## config.mk

```make
export PLATFORM = sky130hd
export DESIGN_NAME = mem_arbiter
export DESIGN_NICKNAME = d
export VERILOG_FILES = /design/src/rtl/mem_arbiter.sv
export SDC_FILE = /design/constraint.sdc
export NUM_CORES = 1
export LEC_CHECK = 0
export ABC_AREA = 1
export BUFFER_PORTS_ARGS = -buffer_cell sky130_fd_sc_hd__buf_4
export CAP_MARGIN = 20
export CORE_AREA = 2 2 104 106
export CTS_CLUSTER_DIAMETER = 40
export DETAILED_ROUTE_END_ITERATION = 10
export DIE_AREA = 0 0 106 108
export HOLD_SLACK_MARGIN = 0.1
export PLACE_DENSITY_LB_ADDON = 0.3
export SETUP_SLACK_MARGIN = 0.4
export SLEW_MARGIN = 20
export SYNTH_ARGS = -nofsm -noshare
export SYNTH_HDL_FRONTEND = slang
export SYNTH_SLANG_ARGS = --single-unit
```

## constraint.sdc

```tcl
create_clock -name CLK -period 1.9 [get_ports CLK]
set_input_delay 0.38 -clock CLK [delete_from_list [all_inputs] [get_ports CLK]]
set_output_delay 0.38 -clock CLK [all_outputs]
set_load 0.005 [all_outputs]
```

## src/rtl/mem_arbiter.sv

```systemverilog
// Two-requester RAM arbiter: instruction fetch vs. data load/store, with a
// starvation counter that forces a fetch grant after STARVE_MAX data grants.
module mem_arbiter #(
  parameter int WORD_W     = 32,
  parameter int STARVE_MAX = 3
) (
  input  logic              CLK,
  input  logic              RST,
  input  logic              iREN,
  input  logic [WORD_W-1:0] iaddr,
  input  logic              dREN,
  input  logic              dWEN,
  input  logic [WORD_W-1:0] daddr,
  input  logic [WORD_W-1:0] dstore,
  output logic              ihit,
  output logic              dhit,
  output logic [WORD_W-1:0] iload,
  output logic [WORD_W-1:0] dload,
  output logic              merr,
  output logic              ramREN,
  output logic              ramWEN,
  output logic [WORD_W-1:0] ramaddr,
  output logic [WORD_W-1:0] ramstore,
  input  logic [WORD_W-1:0] ramload,
  input  logic [1:0]        ramstate
);

  typedef enum logic [1:0] {
    IDLE = 2'd0,
    IGNT = 2'd1,
    DGNT = 2'd2
  } state_t;

  localparam logic [1:0] RAM_ACCESS = 2'd2;
  localparam logic [1:0] RAM_ERROR  = 2'd3;
  localparam logic [3:0] STARVE_LIM = 4'(STARVE_MAX);

  state_t     state;
  state_t     next_state;
  logic [3:0] starve_cnt;

  always_ff @(posedge CLK) begin
    if (RST) begin
      state      <= IDLE;
      starve_cnt <= '0;
    end else begin
      state <= next_state;
      if (ihit)
        starve_cnt <= '0;
      else if (dhit && iREN && starve_cnt < STARVE_LIM)
        starve_cnt <= starve_cnt + 4'd1;
    end
  end

  // Completions are suppressed while RST is high so an aborted access never hits.
  always_comb begin
    next_state = state;
    ramREN     = 1'b0;
    ramWEN     = 1'b0;
    ramaddr    = '0;
    ramstore   = '0;
    ihit       = 1'b0;
    dhit       = 1'b0;
    merr       = 1'b0;
    iload      = '0;
    dload      = '0;
    case (state)
      IDLE: begin
        if (dREN || dWEN)
          next_state = (iREN && starve_cnt == STARVE_LIM) ? IGNT : DGNT;
        else if (iREN)
          next_state = IGNT;
      end
      IGNT: begin
        ramREN  = 1'b1;
        ramaddr = iaddr;
        if (!iREN) begin
          next_state = IDLE;
        end else if (ramstate == RAM_ACCESS) begin
          next_state = IDLE;
          ihit       = !RST;
          iload      = RST ? '0 : ramload;
        end else if (ramstate == RAM_ERROR) begin
          next_state = IDLE;
          merr       = !RST;
        end
      end
      DGNT: begin
        ramREN   = dREN;
        ramWEN   = dWEN;
        ramaddr  = daddr;
        ramstore = dstore;
        if (!(dREN || dWEN)) begin
          next_state = IDLE;
        end else if (ramstate == RAM_ACCESS) begin
          next_state = IDLE;
          dhit       = !RST;
          dload      = RST ? '0 : ramload;
        end else if (ramstate == RAM_ERROR) begin
          next_state = IDLE;
          merr       = !RST;
        end
      end
      default: next_state = IDLE;
    endcase
  end

endmodule

```

== Word level (Yosys, flattened, before mapping) ==
Cells that the tools add are included.
W data, S select, Z words.
Cells by class
  $add $sub $neg: 1
  $lt $le $gt $ge: 1
  equal/unequal tests: 6
  multiplexer cells: 28
  reductions and logical operators: 7
Operators by type and width (count)
  $mux W32: 7
  $pmux W32 S2: 1
  $mux W2: 7
  $mux W1: 10
  $eq A2 B2 Y1 const B: 3
  $pmux W2 S3: 1
  $add A4 B1 Y4 const B: 1
  $eq A4 B2 Y1 const B: 1
  $lt A4 B2 Y1 const B: 1
  $pmux W1 S2: 2
  $logic_and A1 B1 Y1: 3
  $ne A3 B3 Y1 const B: 1
  $eq A2 B1 Y1 const B: 1
  $logic_not A2 Y1: 1
  $reduce_or A2 Y1: 1
  $logic_not A1 Y1: 1
  $logic_or A1 B1 Y1: 1
Word-level totals
  bits in registers: 6
  output and inout port bits: 133
  logic and storage cells: 45

== Depth between registers and ports, before layout ==
Gate-level depths: netlist of run 1.
  word-level depth: 6
  gate-level depth with buffers: 10
  depth with buffers taken out: 9

== Worst setup path after synthesis of run 1 ==
No wires, ideal clock.
  path kind: flip-flop to output port
  from: register state[0]
  to: output port ramREN
  arrival: 1188 ps
  slack: 332 ps
  stages on the path, launching flop included: 6
  buffers on the path: 1
  path through: dfxtp_1 inv_1 ha_1 inv_1 buf_1 a21oi_1
On the way
  word-level cells in the longest chain between the ends: 2
  elaborated cells between the ends (all ways): 3
RTL lines
  start: declaration: RTL line 38  | state_t state;
  start signal: assignment: RTL line 47  | state <= next_state;
  $eq A2 B2 Y1 / $eq A2 B1 Y1 (equally long branches): RTL line 67  | case (state)
  $pmux W1 S2 *: RTL line 67
  end: declaration: RTL line 20  | output logic ramREN,
Every way passes the cells marked *; elsewhere a longest branch is shown, timed or not.

== Worst setup path after layout of run 1 ==
  from: register state[0]
  to: output port ramaddr[25]
On the way
  word-level cells in the longest chain between the ends: 2
  elaborated cells between the ends (all ways): 3
RTL lines
  $eq A2 B2 Y1 / $eq A2 B1 Y1 (equally long branches): RTL line 67
  $pmux W32 S2 *: RTL line 67
  end: declaration: RTL line 22  | output logic [WORD_W-1:0] ramaddr,
Marks and branches as above.

==> impl_metrics.toml, run 1 <==
[synth]
synth_top_cell_area_share_pct = 27.78
yosys_warnings = 0
synth_area_leaders = "nand2_1 28%, inv_1 19%, nor2_1 18%, a21oi_1 12%, dfxtp_1 7.7%"
syn-num-nets = 487
synth_top_area_cell = "nand2_1"
ys_types = 19
syn_area_per_cell_um2 = 4.478
synth_cells = 347
ys_seq_area_share_pct = 7.729
netlist_area_mm2 = 0.001554
synth-seq-cells = 6

[critical_path]
arrival_ps = 1510
ff2ff_setup_slack_ps = 320
path_cells = "inv_4 -> ha_4 -> buf_6 -> clkbuf_16 -> nand2_1 -> a21oi_2 -> buf_4"
critPathKind = "flop to primary output"
path_max_fanout = 8
cp_slowest_stage_delay_ps = 360
crit_slowest_cell = "dfxtp_4"
worst_setup_path_end_kind = "primary output"
timing.critical_path.max_delay_family = "buffers and inverters"
critPathLaunchType = "flop"
critPathRequiredTime_ps = 1520
path_buf_inv = 4

[global_route]
grt_max_degree = 34
grt_pass1_wl_um = 15500
busiest_layer = "met2"
grt_pass1_vias = 3047
globalRouteTotalUtil_pct = 16.87
overflow = 0
grtUsageMet2_pct = 34.15
antenna_found_initial = 0
use_met1_pct = 18.52
grtUsageMet3_pct = 2.954

[clocking]
numCtsBuffers = 3
cts-root-buf = "clkbuf_8"
cts_hold_buf = 0
clk_latency_ps = 220
clkSinkCount = 6
path_clk_slew_ps = 40
clockBufferDepth = 2
htreeDepth = 1
tritoncts = "yes"

[route]
via_per_inst = 4.180
wl_um = 11450
drtIter0Drc = 109
drt_pass1_iterations = 5
antenna_left = 0
via_count = 3189
drcViolationCount = 0
wl_per_cell_um = 15.01

[sta]
fmax_mhz = 528.9
min_period_ps = 1891
timing.final.crit_share_pct = 99.51
tightest_slew_ps = 245.0
rsz0062_at_grt = "true"
setup_viol = 0
slew_viol_final = 0
report.final.hold_viol_count = 0
max-slew-margin-rel_pct = 83.60
fin_hold_ws_ps = 348.4
skew_ps = 6.668

[pwr]
power.density_mw_per_mm2 = 299.6
p_leak_nw = 2.953
vdd_drop_max_mv = 0.1889
total_power_mw = 1.551

[finish]
final_common_cell = "buf_4"
n_antenna_cell = 0
syn_to_final_growth_pct = 233.3
final_net_count = 769
final_area_mm2 = 0.005179
final_cell_mix = "225 x buf_4, 59 x nand2_1, 50 x buf_6"
instances_no_fill = 763
drive_above_1_share_pct = 75.28

[die]
coreArea_mm2 = 0.01023
start_util_pct = 15.19
die_h_um = 108
die-area_mm2 = 0.01145
die_x_um = 106
ios = 268
row_count = 37

[hold_path]
hp-class = "input port to flop"

[run]
cap_violations = 0

[placement]
dp.cells = 734
place.gp.congestion = 0.8476
place_area_mm2 = 0.003705
port_buffers = 267
dpl.hpwl_um = 6922

[run_status]
outcome = "finished, final reports clean"
## cell families (layout without fill, tap and decap cells)
kind of cell	after synthesis	count (layout)	synth area share (%)
AOI/OAI and AO/OA	37	37	11.92
and+or+nand+nor	199	202	49.84
DFF	6	6	7.730
adders and majority gates	5	5	4.026
buffers and inverters	100	377	26.49
## layer usage
| metal | routed length (um) | vias up | share of wire, % |
|---|---|---|---|
| li1 | - | 1564 | - |
| met1 | 4279 | 1458 | 37 |
| met2 | 6266 | 153 | 55 |
| met3 | 726 | 14 | 6.3 |
| met4 | 182 | 0 | 1.6 |
| met5 | 0 | - | 0 |
## state kept, by name (all words and copies together), names as in the netlist
| name | flops |
|---|---|
| starve_cnt | 4 |
| state | 2 |
## what timing repair did
item,CTS,global route
cloned,10,6
pin swaps,18,37
setup buffers,9,1
gates resized for setup,136,164
endpoints found under the setup margin,137,135
## area by class of cell
class | count | area (um2)
Timing Repair Buffer | 294 | 2718
Multi-Input combinational cell | 244 | 1814
Inverter | 80 | 307.8
Sequential cell | 6 | 127.6
Fill cell | 949 | 5052
Tap cell | 136 | 170.2
Clock buffer | 3 | 41.29
## synth_stat cells
library cell  count
dfxtp_1           6
nor3_1            1
clkbuf_1          3
o21ai_0           1
nor2_1           74
buf_6             3
inv_1            79
nand2_2           2
buf_1             3
nand3_1           2
ha_1              5
nor2_2            2
a21oi_1          36
nor2_4            1
nand4_1           1
nand2_1         115
inv_2             1
buf_2            11
nand3b_1          1
## power by group
group          total, mW  switching [mW]  internal [mW]
sequential         0.139         0.00792          0.131
combinational       1.22           0.568          0.650
clock              0.195          0.0585          0.137
total               1.55           0.634          0.917
## worst paths after layout
| path | cells after the start | start | to |
|---|---|---|---|
| min | 2 | RST | state[1] |
| max reg2reg | 10 | state[0] | starve_cnt[1] |
| max | 7 | state[0] | ramaddr[25] |
| min reg2reg | 2 | starve_cnt[3] | starve_cnt[3] |
## stage by stage
| step | utilization (%) | worst slack (ps) | setup TNS, ps |
|---|---|---|---|
| after global placement | 36.21 | 174.6 | 0 |
| after detailed placement | 36.21 | 115.2 | 0 |
| after CTS | 44.18 | 59.30 | 0 |
| final | 50.62 | 9.318 | 0 |
| after floorplan | - | 351.1 | 0 |
| after global routing | 50.62 | -45.20 | -738.4 |
Power figures use the tool's default switching activity.
==> inputs of run 2 (changes only) <==
--- a/config.mk
+++ b/config.mk
@@ -13,7 +13,7 @@
 export DETAILED_ROUTE_END_ITERATION = 10
 export DIE_AREA = 0 0 106 108
 export HOLD_SLACK_MARGIN = 0.1
-export PLACE_DENSITY_LB_ADDON = 0.3
+export PLACE_DENSITY = 0.47
 export SETUP_SLACK_MARGIN = 0.4
 export SLEW_MARGIN = 20
 export SYNTH_ARGS = -nofsm -noshare
==> constraint.sdc (replaced) <==
create_clock -name CLK -period 1.9 [get_ports CLK]
set_input_delay 0.38 -clock CLK [delete_from_list [all_inputs] [get_ports CLK]]
set_output_delay 0.38 -clock CLK [all_outputs]
set_load 0.1 [all_outputs]
==> run 2 against run 1 <==
Net effect:
- the run now ends with negative setup slack left
- highest routed layer unchanged
- routed wire length rose by 7.2%
- final cell count rose by 1.8%
- hold slack improved by 73 ps
- critical endpoint is now dload[19]
- largest power group unchanged
- sequential share of layout area fell by 0.71 points
- die area did not move
- worst setup slack got worse by 120 ps
==> impl_metrics.toml, run 2 (synthesis results as in run 1) <==
[critical_path]
reg2reg_from = "state[0]"
worst_setup_path_end_kind = "primary output"
critPathKind = "flop to primary output"
path_max_fanout = 7
critPathLaunchType = "flop"
critPathRequiredTime_ps = 1520
crit_path_start = "state[0]"
arrival_ps = 1630

[finish]
final_net_count = 783
final_cell_mix = "146 x buf_4, 140 x buf_12, 81 x nand2_1"
drive_above_1_share_pct = 76.91
n_antenna_cell = 0
largest_reg_flops = 4
top_register = "starve_cnt"
final_core_util_pct = 71.03
syn_to_final_growth_pct = 367.6
top_regs = "starve_cnt: 4 flops, state: 2 flops"
final_common_cell = "buf_4"

[route]
via_count = 3236
drcViolationCount = 0
drtIter0Drc = 106
wl_per_cell_um = 15.80
antenna_left = 0
wl_um = 12280
drt_pass1_iterations = 4
via_per_inst = 4.165

[die]
row_count = 37
start_util_pct = 15.19
die_h_um = 108
die_x_um = 106
die-area_mm2 = 0.01145
coreArea_mm2 = 0.01023
ios = 268

[global_route]
globalRouteTotalUtil_pct = 21.11
antenna_found_initial = 0
grt_pass1_wl_um = 19000
grt_pass1_vias = 3515
overflow = 0
grt_max_degree = 22

[hold_path]
holdCritStartpoint = "starve_cnt[2]"
hp-class = "flop to flop"

[sta]
worst_slack_ps = -114.5
max-slew-margin-rel_pct = 78.58
min_period_ps = 2014
report.final.hold_viol_count = 0
tightest_slew_ps = 320.1
setup_viol = 103
timing.final.crit_share_pct = 106.0
fin_hold_ws_ps = 421.2
rsz0062_at_grt = "true"
skew_ps = 1.701
setup_tns_ps = -6906
fmax_mhz = 496.4
slew_viol_final = 0

[pwr]
vdd_drop_max_mv = 0.2591
power.density_mw_per_mm2 = 360.8
total_power_mw = 2.622
p_leak_nw = 3.069

[placement]
place.gp.congestion = 0.9011
port_buffers = 267
dpl.hpwl_um = 8350
place_worst_setup_slack_ps = -6.146

[clocking]
clk_latency_ps = 220
tritoncts = "yes"
htreeDepth = 1
clkSinkCount = 6
path_clk_slew_ps = 40
clockBufferDepth = 2
numCtsBuffers = 3
cts-root-buf = "clkbuf_8"

[run_status]
outcome = "finished with violations"
violations = "negative setup slack"

[run]
cap_violations = 0
run 2: cell count changes in the layout (fill, tap and decap cells not counted), sizes merged:
cell / before / now
buf: 289 / 308
clkinvlp: 0 / 17
inv: 80 / 63
nand2: 120 / 117
clkbuf: 8 / 6
run 2: repair_timing:
action                                  CTS  global route
resized for setup                       459            16
endpoints found under the hold margin     0             0
endpoints found under the setup margin  133           137
pin swaps                                 7            10
hold buffers                              0             0
cloned                                    9             3
setup buffers                            13             1
run 2: cell type report:
cell class	count	area, um2
clock buffer	3	41.29
fill	729	2964
inverter	80	381.6
multi-input combinational	241	2115
sequential	6	127.6
tap	136	170.2
timing repair buffer	311	4432
run 2: worst max-delay path, cell delays in order, from the launching register on:
cell     delay (ps)
dfxtp_4         340
inv_4            60
ha_4            150
buf_12          120
nand2_4          60
nand2_4          90
nand2_8         100
buf_16          180
nor2_4          120
buf_12          180
run 2: through the flow:
| stage | cells | instance area, um2 |
|---|---|---|
| 5_1_grt | 777 | 7267 |
| 6_report | 777 | 7267 |
| 3_3_place_gp | 748 | 4903 |
| 3_5_place_dp | 748 | 4903 |
| 4_1_cts | 773 | 7124 |
| 2_1_floorplan | 347 | 2699 |
run 2: path summary, 6_finish.rpt:
check,endpoint,slack (ps),cells past startpoint
max reg2reg,starve_cnt[1],210,13
min,starve_cnt[2],420,2
min reg2reg,starve_cnt[2],420,2
max,dload[19],-110,9
run 2: layer usage:
layer  routed length [um]  global-route usage [%]  vias to the layer above  share of wire, %
li1                     -                       -                     1593                 -
met1                 4310                   22.50                     1476                35
met2                 6815                   41.43                      159                56
met3                 1028                   6.631                        8               8.4
met4                  124                   3.102                        0               1.0
met5                    0                       0                        -                 0
run 2: power breakdown:
group	internal (mW)	total (mW)	leakage (nW)	switching, mW
clock	0.136	0.192	0.0216	0.0556
sequential	0.131	0.137	0.0500	0.00650
combinational	0.929	2.29	3.00	1.36
==> inputs of run 3 (changes only) <==
--- a/config.mk
+++ b/config.mk
@@ -7,13 +7,12 @@
 export LEC_CHECK = 0
 export ABC_AREA = 1
 export BUFFER_PORTS_ARGS = -buffer_cell sky130_fd_sc_hd__buf_4
-export CAP_MARGIN = 20
 export CORE_AREA = 2 2 104 106
 export CTS_CLUSTER_DIAMETER = 40
 export DETAILED_ROUTE_END_ITERATION = 10
 export DIE_AREA = 0 0 106 108
 export HOLD_SLACK_MARGIN = 0.1
-export PLACE_DENSITY = 0.47
+export PLACE_DENSITY = 0.48
 export SETUP_SLACK_MARGIN = 0.4
 export SLEW_MARGIN = 20
 export SYNTH_ARGS = -nofsm -noshare
==> run 3 against run 2 <==
Net effect:
- the flow still finishes with violations (negative setup slack)
- global-route usage fell by 0.37 points
- first-iteration DRC count shrank 33%
- critical endpoint is now dload[7]
- design area grew 5.4%
- clock power rose by 2%
- count of clock-buffer cells in the layout unchanged
- clock skew is 1.1 ps lower
- final cell count is 0.39% higher
- flip-flop and latch count stayed put
==> impl_metrics.toml, run 3 (synthesis results as in run 1) <==
[placement]
port_buffers = 267
dpl.hpwl_um = 8273
place.gp.congestion = 0.7552
place_worst_setup_slack_ps = -12.19

[route]
via_count = 3288
antenna_left = 0
wl_um = 12470
drcViolationCount = 0
via_per_inst = 4.215
drt_pass1_iterations = 4
wl_per_cell_um = 15.98
drtIter0Drc = 71

[critical_path]
worst_setup_path_end_kind = "primary output"
critPathRequiredTime_ps = 1520
arrival_ps = 1600
critPathKind = "flop to primary output"
path_max_fanout = 6
critPathLaunchType = "flop"

[clocking]
path_clk_slew_ps = 40
clk_latency_ps = 230
numCtsBuffers = 3
cts-root-buf = "clkbuf_8"
clkSinkCount = 6
htreeDepth = 1
clockBufferDepth = 2
tritoncts = "yes"

[global_route]
grt_pass1_wl_um = 18870
grt_pass1_vias = 3648
globalRouteTotalUtil_pct = 20.75
grt_max_degree = 18
overflow = 0
antenna_found_initial = 0

[sta]
report.final.hold_viol_count = 0
worst_slack_ps = -78.21
max-slew-margin-rel_pct = 78.73
timing.final.crit_share_pct = 104.1
skew_ps = 0.5638
rsz0062_at_grt = "true"
tightest_slew_ps = 317.9
slew_viol_final = 0
min_period_ps = 1978
setup_viol = 106
fin_hold_ws_ps = 424.2
fmax_mhz = 505.5

[pwr]
p_leak_nw = 3.312
vdd_drop_max_mv = 0.3092
total_power_mw = 2.714
power.density_mw_per_mm2 = 354.5

[finish]
top_register = "starve_cnt"
final_net_count = 786
final_core_util_pct = 74.83
syn_to_final_growth_pct = 392.7
largest_reg_flops = 4
n_antenna_cell = 0
top_regs = "starve_cnt: 4 flops, state: 2 flops"
fillers = 670
drive_above_1_share_pct = 84.94
final_cell_mix = "147 x buf_12, 144 x buf_4, 67 x nor2_4"
final_common_cell = "buf_12"

[die]
die-area_mm2 = 0.01145
start_util_pct = 15.19
ios = 268
row_count = 37
die_h_um = 108
die_x_um = 106
coreArea_mm2 = 0.01023

[run]
cap_violations = 0

[hold_path]
hp-class = "flop to flop"

[run_status]
violations = "negative setup slack"
outcome = "finished with violations"
[run 3: timing repair]
| action | 4_1_cts | 5_1_grt |
|---|---|---|
| hold buffers | 0 | 0 |
| buffers inserted | 10 | 4 |
| gates cloned | 10 | 4 |
| pin swaps | 16 | 25 |
| endpoints found under the setup margin | 133 | 135 |
| resized for setup | 500 | 58 |
[run 3: cell type report]
cell class,count,area (um2),area share [%]
Inverter,80,396.6,5.181
Tap cell,136,170.2,2.223
Clock buffer,3,41.29,0.5393
Sequential cell,6,127.6,1.667
Multi-Input combinational cell,241,2355,30.76
Timing Repair Buffer,314,4566,59.63
[run 3: worst max-delay path, cell delays in order, from the launching register on]
cell and delay [ps]:
dfxtp_4 350, inv_4 60, ha_4 180, nand2_4 70
nand2_4 90, nand2_8 110, buf_12 180, nor2_4 120
buf_12 180
[run 3: path summary, 6_finish.rpt]
path                 startpoint             to  slack, ps  depth (start not counted)
setup reg to reg       state[0]  starve_cnt[1]        330                         11
hold reg to reg   starve_cnt[2]  starve_cnt[2]        420                          2
setup / recovery       state[0]       dload[7]        -80                          8
hold / removal    starve_cnt[2]  starve_cnt[2]        420                          2
[run 3: metrics by stage]
| step | setup TNS, ps | area (um2) | instances |
|---|---|---|---|
| 6_report | -5376 | 7656 | 780 |
| 5_1_grt | -10610 | 7656 | 780 |
| 4_1_cts | -5747 | 7340 | 772 |
| 3_5_place_dp | -13.46 | 4961 | 749 |
| 3_3_place_gp | -1.290 | 4961 | 749 |
| 2_1_floorplan | -1408 | 2699 | 347 |
[run 3: routing by layer]
metal	vias up	track usage [%]	share of wire [%]
met2	155	42.49	58
met5	-	0	0
met1	1522	20.22	32
met3	20	5.546	8.3
met4	0	5.827	2.5
li1	1591	-	-
[run 3: power breakdown]
| part | internal [mW] | switching [mW] |
|---|---|---|
| Combinational | 0.970 | 1.41 |
| Clock | 0.136 | 0.0593 |
| Sequential | 0.131 | 0.00708 |
